<file path="src/rtl/i2s_receiver_pkg.sv">
// Shared audio package: PCM word defaults, I2S slot counter width and the
// receiver FSM state encoding.
package i2s_receiver_pkg;

    // Default PCM sample width used across the audio path.
    localparam int unsigned PCM_AUDIO_BITS = 16;

    // I2S bit-in-slot counter width; it saturates at its all-ones value.
    localparam int unsigned I2S_SLOT_CNT_W = 6;

    typedef enum logic [1:0] {
        HUNT  = 2'd0,
        LEFT  = 2'd1,
        RIGHT = 2'd2
    } i2s_state_e;

    // Saturating increment of the slot bit counter.
    function automatic logic [I2S_SLOT_CNT_W-1:0] slot_cnt_inc(
        input logic [I2S_SLOT_CNT_W-1:0] cnt
    );
        return (cnt == '1) ? cnt : I2S_SLOT_CNT_W'(cnt + 1'b1);
    endfunction

endpackage

</file>
<file path="src/rtl/i2s_receiver_sync2.sv">
// Two-flop synchronizer with asynchronous active-low reset.
//   clk     : destination clock
//   reset_n : asynchronous reset, active low
//   d       : asynchronous input
//   q       : synchronized output
module sync2 (
    input  logic clk,
    input  logic reset_n,
    input  logic d,
    output logic q
);

    logic meta;

    always_ff @(posedge clk or negedge reset_n) begin
        if (!reset_n) begin
            meta <= 1'b0;
            q    <= 1'b0;
        end else begin
            meta <= d;
            q    <= meta;
        end
    end

endmodule

</file>
<file path="src/rtl/i2s_receiver.sv">
// I2S receiver: oversamples BCLK/LRCLK/SDATA in clk, frames left/right words
// and delivers them as a PCM pair once a full left-then-right frame is seen.
//   clk       : system clock, >= 4x BCLK
//   reset_n   : asynchronous reset, active low
//   bclk      : I2S bit clock (async)
//   lrclk     : I2S word select, 0 = left, 1 = right (async)
//   sdata     : I2S serial data, MSB first (async)
//   pcm_l     : last complete left sample
//   pcm_r     : last complete right sample
//   valid     : one-clk pulse when pcm_l/pcm_r update
//   frame_err : one-clk pulse on short word or slot overrun
//   locked    : high while the framer is not hunting
module i2s_receiver
    import i2s_receiver_pkg::*;
#(
    parameter int unsigned audio_bits = PCM_AUDIO_BITS,
    parameter int unsigned slot_max   = 32
) (
    input  logic                  clk,
    input  logic                  reset_n,
    input  logic                  bclk,
    input  logic                  lrclk,
    input  logic                  sdata,
    output logic [audio_bits-1:0] pcm_l,
    output logic [audio_bits-1:0] pcm_r,
    output logic                  valid,
    output logic                  frame_err,
    output logic                  locked
);

    localparam int unsigned CW = I2S_SLOT_CNT_W;

    logic bclk_s, lr_s, sd_s;

    sync2 u_sync_bclk (.clk(clk), .reset_n(reset_n), .d(bclk),  .q(bclk_s));
    sync2 u_sync_lr   (.clk(clk), .reset_n(reset_n), .d(lrclk), .q(lr_s));
    sync2 u_sync_sd   (.clk(clk), .reset_n(reset_n), .d(sdata), .q(sd_s));

    i2s_state_e            state_q, state_d;
    logic                  bclk_q;
    logic                  lr_prev, lr_prev_d;
    logic [audio_bits-1:0] shift_q, shift_d;
    logic [CW-1:0]         cnt_q, cnt_d;
    logic [audio_bits-1:0] left_buf, left_buf_d;
    logic                  have_left, have_left_d;
    logic [audio_bits-1:0] pcm_l_d, pcm_r_d;
    logic                  valid_d, frame_err_d;

    logic                  bit_ev;
    logic [CW-1:0]         cnt_inc;
    logic [CW-1:0]         pad;
    logic [audio_bits-1:0] shift_in;
    logic [audio_bits-1:0] word;
    logic                  short_word;

    // Next-state, datapath and output decode.
    always_comb begin
        state_d     = state_q;
        lr_prev_d   = lr_prev;
        shift_d     = shift_q;
        cnt_d       = cnt_q;
        left_buf_d  = left_buf;
        have_left_d = have_left;
        pcm_l_d     = pcm_l;
        pcm_r_d     = pcm_r;
        valid_d     = 1'b0;
        frame_err_d = 1'b0;

        bit_ev   = bclk_s & ~bclk_q;
        cnt_inc  = slot_cnt_inc(cnt_q);
        // Only the first audio_bits bits of a word enter the shifter.
        shift_in = (cnt_q < CW'(audio_bits)) ? {shift_q[audio_bits-2:0], sd_s} : shift_q;
        short_word = (cnt_inc < CW'(audio_bits));
        // Short words are left-justified with zero LSB padding.
        pad      = short_word ? CW'(CW'(audio_bits) - cnt_inc) : '0;
        word     = shift_in << pad;

        if (bit_ev) begin
            lr_prev_d = lr_s;
            if (lr_s != lr_prev) begin
                // Boundary bit is the LSB of the ending word.
                cnt_d   = '0;
                shift_d = '0;
                unique case (state_q)
                    HUNT: begin
                        state_d     = lr_s ? RIGHT : LEFT;
                        have_left_d = 1'b0;
                    end
                    LEFT: begin
                        if (lr_s) begin
                            left_buf_d  = word;
                            have_left_d = 1'b1;
                            frame_err_d = short_word;
                            state_d     = RIGHT;
                        end
                    end
                    RIGHT: begin
                        if (!lr_s) begin
                            if (have_left) begin
                                pcm_l_d = left_buf;
                                pcm_r_d = word;
                                valid_d = 1'b1;
                            end
                            have_left_d = 1'b0;
                            frame_err_d = short_word;
                            state_d     = LEFT;
                        end
                    end
                    default: state_d = HUNT;
                endcase
            end else begin
                cnt_d   = cnt_inc;
                shift_d = shift_in;
                // Slot overrun: lose lock, keep the PCM outputs.
                if (state_q != HUNT && cnt_inc > CW'(slot_max)) begin
                    frame_err_d = 1'b1;
                    have_left_d = 1'b0;
                    state_d     = HUNT;
                end
            end
        end
    end

    // State and registered outputs.
    always_ff @(posedge clk or negedge reset_n) begin
        if (!reset_n) begin
            state_q   <= HUNT;
            bclk_q    <= 1'b0;
            lr_prev   <= 1'b0;
            shift_q   <= '0;
            cnt_q     <= '0;
            left_buf  <= '0;
            have_left <= 1'b0;
            pcm_l     <= '0;
            pcm_r     <= '0;
            valid     <= 1'b0;
            frame_err <= 1'b0;
            locked    <= 1'b0;
        end else begin
            state_q   <= state_d;
            bclk_q    <= bclk_s;
            lr_prev   <= lr_prev_d;
            shift_q   <= shift_d;
            cnt_q     <= cnt_d;
            left_buf  <= left_buf_d;
            have_left <= have_left_d;
            pcm_l     <= pcm_l_d;
            pcm_r     <= pcm_r_d;
            valid     <= valid_d;
            frame_err <= frame_err_d;
            locked    <= (state_d != HUNT);
        end
    end

endmodule

</file>
<file path="config.mk">
export PLATFORM = sky130hd
export DESIGN_NAME = i2s_receiver
export DESIGN_NICKNAME = d
export VERILOG_FILES = /design/src/rtl/i2s_receiver_pkg.sv /design/src/rtl/i2s_receiver_sync2.sv /design/src/rtl/i2s_receiver.sv
export SDC_FILE = /design/constraint.sdc
export NUM_CORES = 1
export LEC_CHECK = 0
export CAP_MARGIN = 0
export CORE_ASPECT_RATIO = 1.75
export CORE_MARGIN = 4
export CORE_UTILIZATION = 50
export DETAILED_ROUTE_END_ITERATION = 10
export GPL_TIMING_DRIVEN = 0
export PLACE_DENSITY = 0.76
export SYNTH_ARGS = -nofsm -noshare
export SYNTH_HDL_FRONTEND = slang
export SYNTH_SLANG_ARGS = --single-unit
</file>
<file path="constraint.sdc">
create_clock -name clk -period 4.4 [get_ports clk]
set_input_delay 0.44 -clock clk [delete_from_list [all_inputs] [get_ports clk]]
set_output_delay 0.44 -clock clk [all_outputs]
set_load 0.005 [all_outputs]
</file>
Yosys cells after proc, flatten, opt, wreduce, memory -nomap -nowiden
Cells that the tools add are included.
- word-level logic and storage cells: 70
- bits of input ports: 5
- register bits after elaboration: 84
- output and inout port bits: 35
- shift operators: 1
- $lt $le $gt $ge: 3
- reduce and logical (&&, ||, !) cells: 8
- mux-type cells: 28
- equal/unequal tests: 7
- add/sub/neg operators: 2
- bitwise gates (word level): 3
- operator list (operator ; number):
    $mux W16 ; 2
    $mux W6 ; 3
    $shl A16 B6 Y16 ; 1
    $mux W1 ; 14
    $lt A6 B5 Y1 const B ; 2
    $mux W2 ; 6
    $reduce_and A5 Y1 ; 2
    $add A6 B1 Y6 const B ; 1
    $eq A6 B6 Y1 const B ; 1
    $gt A6 B6 Y1 const B ; 1
    $pmux W2 S3 ; 1
    $reduce_bool A2 Y1 ; 3
    $sub A5 B6 Y6 const A ; 1
    $ne A4 B1 Y1 const B ; 1
    $reduce_and A4 Y1 ; 1
    $ne A3 B2 Y1 const B ; 1
    $ne A3 B3 Y1 const B ; 1
    $pmux W1 S3 ; 1
    $eq A2 B1 Y1 const B ; 1
    $eq A2 B2 Y1 const B ; 1
    $logic_not A2 Y1 ; 1
    $not A1 Y1 ; 2
    $pmux W1 S2 ; 1
    $and A1 B1 Y1 ; 1
    other kinds (2) ; 2

Logic depth before layout (Yosys ltp)
Gate-level depths: netlist of run 1.
- word-level depth: 8
- depth in mapped cells: 15
- gate-level depth less buffers: 12

Cells and area by module
Synthesis of run 1 repeated with hierarchy kept, for this count alone.
- cell total of the unflattened synthesis: 461
- area, all modules: 4564.4 um^2
- modules (own cells, without submodules) (module ; area each (um^2) ; seq. area each (um^2) ; instances ; cells an instance):
    i2s_receiver ; 4414.2 ; 1951.9 ; 1 ; 455
    sync2 ; 50.0 ; 50.0 ; 3 ; 2

Least setup slack after synthesis of run 1
OpenSTA, ideal clock, no wires.
- path type: register to register
- from: reg cnt_q[1]
- to: reg left_buf[11]
- data required time: 4.275 ns
- clock period less this slack: 3.493 ns
- arrival time: 3.368 ns
- setup slack: 0.907 ns
- buffers on the path: 3
- stages on the path, launching flop included: 16
- setup time: 0.125 ns
- cells stage by stage: dfrtp_1 > ha_1 > buf_4 > and3_1 > buf_2 > and3_1 > clkbuf_1 > xor2_1 > ha_1 > nand2b_1 > nor3_4 > mux2i_1 > a22o_1 > o211ai_1 > a31o_1 > mux2_2
- longest elaborated chain between the ends: 5
- elaborated cells between the ends (all ways): 9
- those cells by class: 2 x add/sub; 2 x order compare; 1 x eq/ne; 1 x shift; 3 x mux
- RTL lines (what ; line ; RTL):
    start: declaration ; i2s_receiver.sv:43 ; logic [CW-1:0] cnt_q, cnt_d;
    start signal: assignment ; i2s_receiver.sv:144 ; cnt_q <= cnt_d;
    $add A6 B1 Y6 or $eq A6 B6 Y1 (tied branches) ; i2s_receiver_pkg.sv:21 ; return (cnt == '1) ? cnt : I2S_SLOT_CNT_W'(cnt + 1'b1);
    $mux W6 ; i2s_receiver_pkg.sv:21 ;
    $sub A5 B6 Y6 or $lt A6 B5 Y1 (tied branches) ; i2s_receiver.sv:75, i2s_receiver.sv:73 ;
    $mux W6 ; i2s_receiver.sv:75 ; pad = short_word ? CW'(CW'(audio_bits) - cnt_inc) : '0;
    $shl A16 B6 Y16 * ; i2s_receiver.sv:76 ; word = shift_in << pad;
    end signal: assignment ; i2s_receiver.sv:145 ; left_buf <= left_buf_d;
    end: declaration ; i2s_receiver.sv:44 ; logic [audio_bits-1:0] left_buf, left_buf_d;
Every way passes the cells marked *; elsewhere a longest branch is shown, timed or not.
A chain may end at the register's enable or synchronous reset.

Worst setup path in the final report of run 1
- from: reg cnt_q[1]
- to: reg left_buf[15]
Same word-level chain as after synthesis.

==> results of run 1 <==
## cells in the final DEF (no fill, tap or decap), types with 4 or more instances in the layout
cell type / instances
nand2_1: 115
dfrtp_1: 83
clkdlybuf4s50_1: 38
nor2_1: 28
a21oi_1: 25
o21ai_0: 24
a22o_1: 21
clkbuf_1: 15
o21ai_1: 15
buf_2: 13
nand3_1: 12
a31oi_1: 10
and3_1: 9
mux2i_1: 9
clkbuf_16: 9
nor3_1: 7
o31ai_1: 7
inv_1: 6
nor2b_1: 6
buf_4: 5
nand4_1: 5
o211ai_1: 5
mux2_2: 5
nor4_1: 5
a211oi_1: 5
ha_1: 5
o22ai_1: 4
a211o_1: 4
and2_1: 4
## cell families (layout without fill, tap and decap cells)
logic type | count (synthesis) | count (layout) | share of synthesized area
xor gates and xnor gates | 4 | 4 | 0.007540
DFF | 84 | 84 | 0.4523
AOI/OAI and AO/OA | 155 | 155 | 0.2340
adders and majority gates | 6 | 6 | 0.01615
muxes | 14 | 14 | 0.03150
buffers and inverters | 40 | 96 | 0.04065
and+or+nand+nor | 215 | 215 | 0.2178
## final timing paths
path,end,cells after the start
setup / recovery,left_buf[15]$_DFFE_PN0P_,15
hold / removal,u_sync_sd.q$_DFF_PN0_,1
setup reg to reg,left_buf[15]$_DFFE_PN0P_,15
hold reg to reg,u_sync_sd.q$_DFF_PN0_,0
max in group asynchronous,pcm_l[15]$_DFFE_PN0P_,2
min in group clk,u_sync_sd.q$_DFF_PN0_,0
## routing by layer
layer | global-route usage | up-vias | wire, µm | part of all wire
met5 | 0 | - | 0 | 0
met1 | 0.2876 | 2056 | 4877 | 0.36
met3 | 0.03529 | 48 | 592 | 0.044
met2 | 0.4588 | 188 | 7159 | 0.53
li1 | - | 1983 | - | -
met4 | 0.1457 | 0 | 780 | 0.058
## metrics by stage
step / cell area (µm²) / setup WS (ns)
after CTS: 5515 / 0.08949
after global routing: 5540 / 0.04681
after detailed placement: 5213 / 0.1456
final: 5540 / 0.2187
after floorplan: 4647 / 0.9072
after global placement: 5187 / 0.04326
## state kept, by name (all words and copies together), names as in the netlist
register and count:
u_sync_lr.meta 1, u_sync_bclk.meta 1, lr_prev 1, shift_q 16, valid 1, locked 1, state_q 2, frame_err 1
pcm_l 16, have_left 1, pcm_r 16, bclk_q 1, u_sync_lr.q 1, u_sync_sd.q 1, u_sync_sd.meta 1, cnt_q 6
u_sync_bclk.q 1, left_buf 16
## layout make-up
class | count | area, µm²
fill | 861 | 3553
multi-input combinational | 394 | 2379
inverter | 7 | 26.28
tap | 120 | 150.1
sequential | 84 | 2103
timing repair buffer | 40 | 415.4
clock inverter | 5 | 60.06
clock buffer | 11 | 242.7
buffer | 33 | 163.9
## worst max-delay path, delay by kind of cell, from the launching register on
kind                     cells  cell delay [ns]
AO/OA/AOI/OAI                4             0.99
adder cells (fa/ha/maj)      2             0.57
buffers and inverters        3             0.60
flip-flops                   1             0.47
multiplexers                 1             0.31
AND/OR/NAND/NOR              5             1.09
## power by group
group | internal (mW) | leakage, nW | switching, mW
combinational | 0.342 | 1.23 | 0.606
sequential | 0.863 | 1.14 | 0.0720
clock | 0.457 | 0.146 | 0.305
==> results.toml, run 1 <==
[floorplan]
rows = 46
core_mm2 = 0.009094
fp.dieW_um = 80.88
pin_count = 40
fp.dieH_um = 135.5
start_util = 0.5110
dieArea_mm2 = 0.01096

[clocking]
cts_root_buf = "clkbuf_16"
path_clk_slew_ns = 0.06
postCtsHoldBufs = 0
cts_resized = 0
h-tree-depth = 3
cts_tree = "done"
cts.path.max_buffers = 2
cts.sink_count = 84
cts_setup_buffers = 0
clk_latency_ns = 0.34
cts_made_buffers = 9

[timing]
fin_skew_ns = 0.009646
fin_hold_ws_ns = 0.002704
setup_viol = 0
worst_pin_slew_ns = 0.7767
final.setup.tns_ns = 0
slew_headroom = 0.4785
final_max_slew_viol_count = 0
timing.final.crit_period_ns = 4.181
rsz0062_at_grt = "no"
period_share = 0.9503
max_freq_mhz = 239.2
hold_violations = 0

[place]
gp_congestion = 1.011
dp.cells = 678
port-buffer-count = 39
hpwl_um = 10290

[logic_synthesis]
synth_cell_types = 70
synth_top_area_frac = 0.4523
yosys-top-cells-area = "dfrtp_1 45%, nand2_1 9.4%, a22o_1 4.0%, a21oi_1 2.7%, o21ai_0 2.6%"
synth_ff_type = "dfrtp_1"
synthArstFlopShare = 1.000
synth.yosys.seq_area_share = 0.4523
syn_inst = 518
synth_area_per_cell_um2 = 8.971
netlist_area_mm2 = 0.004647
synth.largest_area_cell = "dfrtp_1"
yosysMostFrequentCell = "nand2_1"
yosys_warnings = 0
synth_edf_count = 0
syn_nets = 529
ys_ff_latch = 84
yosys-top-cells-count = "116 x nand2_1, 84 x dfrtp_1, 28 x nor2_1, 25 x a21oi_1, 24 x o21ai_0"

[worst_setup_path]
start_kind = "flip-flop"
end_kind = "flip-flop"
crit_type = "flip-flop to flip-flop"
rrSetupSlack_ns = 0.22
arrival_ns = 4.38
critical-path-max-stage-delay_ns = 0.47
crit_chain = "ha_2 -> buf_4 -> and3_1 -> buf_2 -> and3_1 -> clkbuf_1 -> mux2i_1 -> ha_1 -> nand2b_1 -> nor3_4 -> o211ai_1 -> a32oi_1 -> nand2_1 -> a32oi_1 -> o21ai_1"
worstPathRequired_ns = 4.60
crit_start = "cnt_q[1]$_DFFE_PN0P_"
worstPathMaxFanout = 10
r2r_start = "cnt_q[1]$_DFFE_PN0P_"
crit_slowest_cell = "dfrtp_2"

[route]
routedWlPerCell_um = 19.32
drt_iter0_drc = 275
wirelength_um = 13410
detail-route-antenna-nets = 0
vias = 4275
drcViolationCount = 0
via_per_inst = 6.160
first_pass_iters = 7

[grt]
grt_pass1_wl_um = 21530
antenna_found_initial = 0
grt_max_degree = 61
grt_pass1_vias = 4110
grt_usage = 0.2582
overflow = 0

[power_and_ir_drop]
vdd_drop_max_uv = 265.0
power-per-cell-area_mw_per_mm2 = 477.3
power_mw = 2.644
p_leak_nw = 2.513

[layout]
drive_gt1_frac = 0.1185
finalNetCount = 580
diodes = 0
syn_to_final_growth_pct = 19.22
stdcell_count = 694
post-route-util = 0.6092

[min_path]
hp-class = "primary input to asynchronous set/reset pin"

[status]
status = "complete, no violations"

[flow_run]
drv_cap = 0
(Power assumes the default switching activity.)
==> run 2: changes to the inputs <==
- GPL_TIMING_DRIVEN: 0 -> default
==> run 2 against run 1 <==
Final cell count decreased by 3.3%. First-iteration DRC count grew 20%. Non-clock buffer count is 23 lower. Sequential share of layout area grew 0.68 points. Clock skew decreased by 0.0043 ns. Flip-flop and latch count is the same. Setup slack improved by 0.37 ns. Die area did not move. Fmax increased by 9.7%. Worst hold slack better by 0.28 ns. Register-to-register slack improved by 0.37 ns. Core utilization fell by 1.1 points. Critical endpoint is now left_buf[11]$_DFFE_PN0P_.
==> results.toml, run 2 (synthesized netlist as in run 1, its figures left out) <==
[timing]
slew_headroom = 0.2098
fin_skew_ns = 0.005335
setup_viol = 0
final.setup.tns_ns = 0
hold_violations = 0
final_max_slew_viol_count = 0
rsz0062_at_grt = "no"
timing.final.crit_period_ns = 3.811
period_share = 0.8660
max_freq_mhz = 262.4
worst_pin_slew_ns = 1.177

[place]
hpwl_um = 9801
port-buffer-count = 39
gp_congestion = 0.9925

[route]
vias = 4154
wirelength_um = 13390
via_per_inst = 6.191
drcViolationCount = 0
first_pass_iters = 7
detail-route-antenna-nets = 0
drt_iter0_drc = 331
routedWlPerCell_um = 19.96

[layout]
syn_to_final_growth_pct = 17.04
diodes = 0
post-route-util = 0.5981
fill_cells = 806
final_cell_mix = "116 x nand2_1, 84 x dfrtp_1, 38 x clkdlybuf4s50_1, 28 x nor2_1, 25 x a21oi_1"
layout_commonest_cell = "nand2_1"
drive_gt1_frac = 0.09800
finalNetCount = 557

[clocking]
cts_root_buf = "clkbuf_16"
h-tree-depth = 3
cts.sink_count = 84
cts_made_buffers = 9
cts_tree = "done"
postCtsHoldBufs = 0
clk_latency_ns = 0.34
cts.path.max_buffers = 2
path_clk_slew_ns = 0.06
cts_resized = 0
cts_setup_buffers = 0

[floorplan]
rows = 46
pin_count = 40
fp.dieW_um = 80.88
dieArea_mm2 = 0.01096
core_mm2 = 0.009094
fp.dieH_um = 135.5
start_util = 0.5110

[grt]
grt_pass1_vias = 3957
grt_pass1_wl_um = 21620
antenna_found_initial = 0
grt_max_degree = 85
grt_usage = 0.2605
overflow = 0

[worst_setup_path]
worstPathMaxFanout = 15
r2r_start = "cnt_q[1]$_DFFE_PN0P_"
rr_worst_depth = 12
crit_chain = "ha_1 -> and3_1 -> and3_1 -> mux2i_1 -> ha_1 -> nand2b_1 -> nor3_4 -> o211ai_1 -> a32oi_1 -> nor3_1 -> a31o_1 -> mux2_2"
rrSetupSlack_ns = 0.59
crit_type = "flip-flop to flip-flop"
start_kind = "flip-flop"
critical-path-max-stage-delay_ns = 0.62
end_kind = "flip-flop"
crit_slowest_cell = "ha_1"
arrival_ns = 4.03
r2r_end = "left_buf[11]$_DFFE_PN0P_"
worstPathRequired_ns = 4.62

[power_and_ir_drop]
power-per-cell-area_mw_per_mm2 = 493.1
vdd_drop_max_uv = 390.6
p_leak_nw = 2.454

[min_path]
hp-class = "primary input to asynchronous set/reset pin"

[status]
status = "complete, no violations"

[flow_run]
drv_cap = 0
run 2: changes by cell type in the layout (fill, tap and decap cells not counted), sizes merged:
cell | previous run | this run
buf | 20 | 12
bufinv | 1 | 2
clkbuf | 26 | 10
clkinv | 2 | 0
clkinvlp | 1 | 2
inv | 8 | 9
run 2: worst max path at each step:
stage | slack [ns] | depth (start not counted) | to | startpoint
final | 0.59 | 12 | left_buf[11]$_DFFE_PN0P_ | cnt_q[1]$_DFFE_PN0P_
after global routing | 0.33 | 11 | left_buf[15]$_DFFE_PN0P_ | cnt_q[3]$_DFFE_PN0P_
after CTS | 0.64 | 12 | left_buf[11]$_DFFE_PN0P_ | cnt_q[1]$_DFFE_PN0P_
after detailed placement | 0.65 | 12 | left_buf[15]$_DFFE_PN0P_ | cnt_q[1]$_DFFE_PN0P_
after global placement | 0.71 | 12 | left_buf[15]$_DFFE_PN0P_ | cnt_q[1]$_DFFE_PN0P_
after floorplan | 0.91 | 15 | left_buf[11]$_DFFE_PN0P_ | cnt_q[1]$_DFFE_PN0P_
run 2: metrics by stage:
step | total power, mW | instances | cell area [µm²] | hold WS (ns) | setup WS [ns]
after floorplan | 1.549 | 518 | 4647 | 0.1444 | 0.9072
after global placement | 1.836 | 655 | 5105 | 0.3317 | 0.7131
after detailed placement | 1.848 | 655 | 5105 | 0.3371 | 0.6494
after CTS | 2.689 | 671 | 5439 | 0.3206 | 0.6387
after global routing | 2.817 | 671 | 5439 | 0.3674 | 0.3291
final | 2.682 | 671 | 5439 | 0.2862 | 0.5894
run 2: area by class of cell:
cell class	instances	area, µm²	share of cell area
sequential	84	2102	0.3865
multi-input combinational	394	2356	0.4332
tap	120	150.1	0.02761
clock inverter	6	95.09	0.01748
timing repair buffer	50	470.5	0.08650
inverter	7	26.28	0.004831
clock buffer	10	239.0	0.04394
run 2: per-layer routing:
metal,global-route usage,part of all wire,up-vias
li1,-,-,1940
met1,0.3092,0.37,1997
met2,0.4497,0.53,180
met3,0.03795,0.050,37
met4,0.1297,0.044,0
met5,0,0,-
run 2: report_power, final:
part	switching, mW	internal (mW)	total (mW)
sequential	0.0758	0.862	0.938
clock	0.315	0.518	0.833
combinational	0.576	0.334	0.911
run 2: worst max-delay path: cells and delay by family, from the launching register on:
family	cells	cell delay, ns
AND/OR/NAND/NOR	5	1.17
adder cells (fa/ha/maj)	2	0.85
AO/OA/AOI/OAI	3	0.79
multiplexers	2	0.41
flip-flops	1	0.47
==> run 3: changes to the inputs <==
- CORE_MARGIN: 4 -> default
==> run 3 against run 2 <==
Fmax is 0.22% lower. Non-clock buffer count down 2. Largest power group unchanged. Highest routed layer unchanged. Routed wire length is 1.3% higher. Via count decreased by 0.48%. Flip-flop and latch count unchanged. Sequential power hardly changed.
==> results.toml, run 3 (synthesized netlist as in run 1, its figures left out) <==
[power_and_ir_drop]
power.internal_mw = 1.598
power-per-cell-area_mw_per_mm2 = 481.4
combPwrFrac = 0.354
vdd_drop_max_uv = 258.9
swShare = 0.3834
p_leak_nw = 2.434
clockPowerShare = 0.285
seqPwrFrac = 0.361
power_mw = 2.592
p_switching_mw = 0.9936

[worst_setup_path]
critical-path-max-stage-delay_ns = 0.51
crit_slowest_cell = "dfrtp_1"
end_kind = "flip-flop"
worstPathRequired_ns = 4.60
worstPathMaxFanout = 15
worst-path-buf-inv = 0
crit_type = "flip-flop to flip-flop"
crit_start = "cnt_q[1]$_DFFE_PN0P_"
arrival_ns = 4.02
critPathTopFamily = "simple AND/OR/NAND/NOR gates"
crit_chain = "ha_1 -> and3_1 -> and3_1 -> mux2i_1 -> ha_1 -> nand2b_1 -> nor3_4 -> o211ai_1 -> a32oi_1 -> nand2_1 -> a32oi_1 -> o21ai_1"
start_kind = "flip-flop"
r2r_start = "cnt_q[1]$_DFFE_PN0P_"

[timing]
timing.final.crit_period_ns = 3.819
final.setup.tns_ns = 0
rsz0062_at_grt = "no"
setup_viol = 0
worst_slack_ns = 0.5810
period_share = 0.8680
worst_pin_slew_ns = 1.298
slew_headroom = 0.1290
hold_violations = 0
fin_hold_ws_ns = 0.2860
final_max_slew_viol_count = 0
max_freq_mhz = 261.8
fin_skew_ns = 0.006880

[floorplan]
core_mm2 = 0.009036
fp.dieW_um = 74.88
pin_count = 40
dieArea_mm2 = 0.009699
start_util = 0.5143
fp.dieH_um = 129.5
rows = 46

[clocking]
h-tree-depth = 3
cts.path.max_buffers = 2
cts_root_buf = "clkbuf_16"
cts_setup_buffers = 0
path_clk_slew_ns = 0.07
postCtsHoldBufs = 0
cts.sink_count = 84
cts_resized = 0
cts_tree = "done"
clk_latency_ns = 0.35
cts_made_buffers = 9

[grt]
grt_pass1_wl_um = 21250
grt_pass1_vias = 3989
grt_max_degree = 85
grt_usage = 0.3002
overflow = 0
antenna_found_initial = 0

[route]
vias = 4134
first_pass_iters = 7
via_per_inst = 6.179
detail-route-antenna-nets = 0
routedWlPerCell_um = 20.27
drt_iter0_drc = 241
drcViolationCount = 0
wirelength_um = 13560

[place]
dp_slack_ns = 0.6186
hpwl_um = 10170
gp_congestion = 1.005
port-buffer-count = 39

[layout]
diodes = 0
final_cell_mix = "116 x nand2_1, 84 x dfrtp_1, 38 x clkdlybuf4s50_1, 28 x nor2_1, 25 x a21oi_1"
drive_gt1_frac = 0.09472
finalNetCount = 555
syn_to_final_growth_pct = 15.86
fill_cells = 806
layout_commonest_cell = "nand2_1"

[min_path]
hp-class = "primary input to asynchronous set/reset pin"

[status]
status = "complete, no violations"

[flow_run]
drv_cap = 0
[run 3: cell types whose count changed in the layout (fill, tap and decap cells not counted)]
cell / previous run / this run
clkinv_4: 0 / 3
bufinv_16: 2 / 0
clkinvlp_4: 2 / 0
inv_6: 1 / 2
buf_4: 12 / 10
[run 3: power groups by stage]
stage	Clock, mW	Combinational, mW	Sequential [mW]
2_1_floorplan	0	0.623	0.926
3_3_place_gp	0	0.887	0.942
3_5_place_dp	0	0.895	0.949
4_1_cts	0.750	0.901	0.934
5_1_grt	0.780	0.998	0.946
6_report	0.740	0.916	0.935
[run 3: routing by layer]
layer	track usage	part of all wire
met1	0.3235	0.38
met2	0.5178	0.52
met3	0.05288	0.039
met4	0.2053	0.066
met5	0	0
[run 3: metrics by stage]
stage,cells,utilization,instance area [µm²]
3_5_place_dp,653,0.5633,5090
3_3_place_gp,653,0.5633,5090
4_1_cts,669,0.5958,5384
6_report,669,0.5958,5384
5_1_grt,669,0.5958,5384
2_1_floorplan,518,-,4647
[run 3: layout make-up]
class,instances,area [µm²],share of cell area
multi-input cells,394,2356,0.4376
flip-flops and latches,84,2102,0.3904
repair buffers,48,455.4,0.08459
clock buffers,10,239.0,0.04439
well taps,120,150.1,0.02789
clock inverters,6,55.05,0.01023
inverters,7,26.28,0.004880
[run 3: final timing paths]
check,to,slack (ns),cells after the start
worst max-delay path,left_buf[15]$_DFFE_PN0P_,0.58,12
worst min-delay path,u_sync_bclk.meta$_DFF_PN0_,0.29,1
worst max register to register,left_buf[15]$_DFFE_PN0P_,0.58,12
worst min register to register,u_sync_lr.q$_DFF_PN0_,0.37,0
max in group asynchronous,pcm_l[15]$_DFFE_PN0P_,3.44,1
min in group clk,u_sync_lr.q$_DFF_PN0_,0.37,0
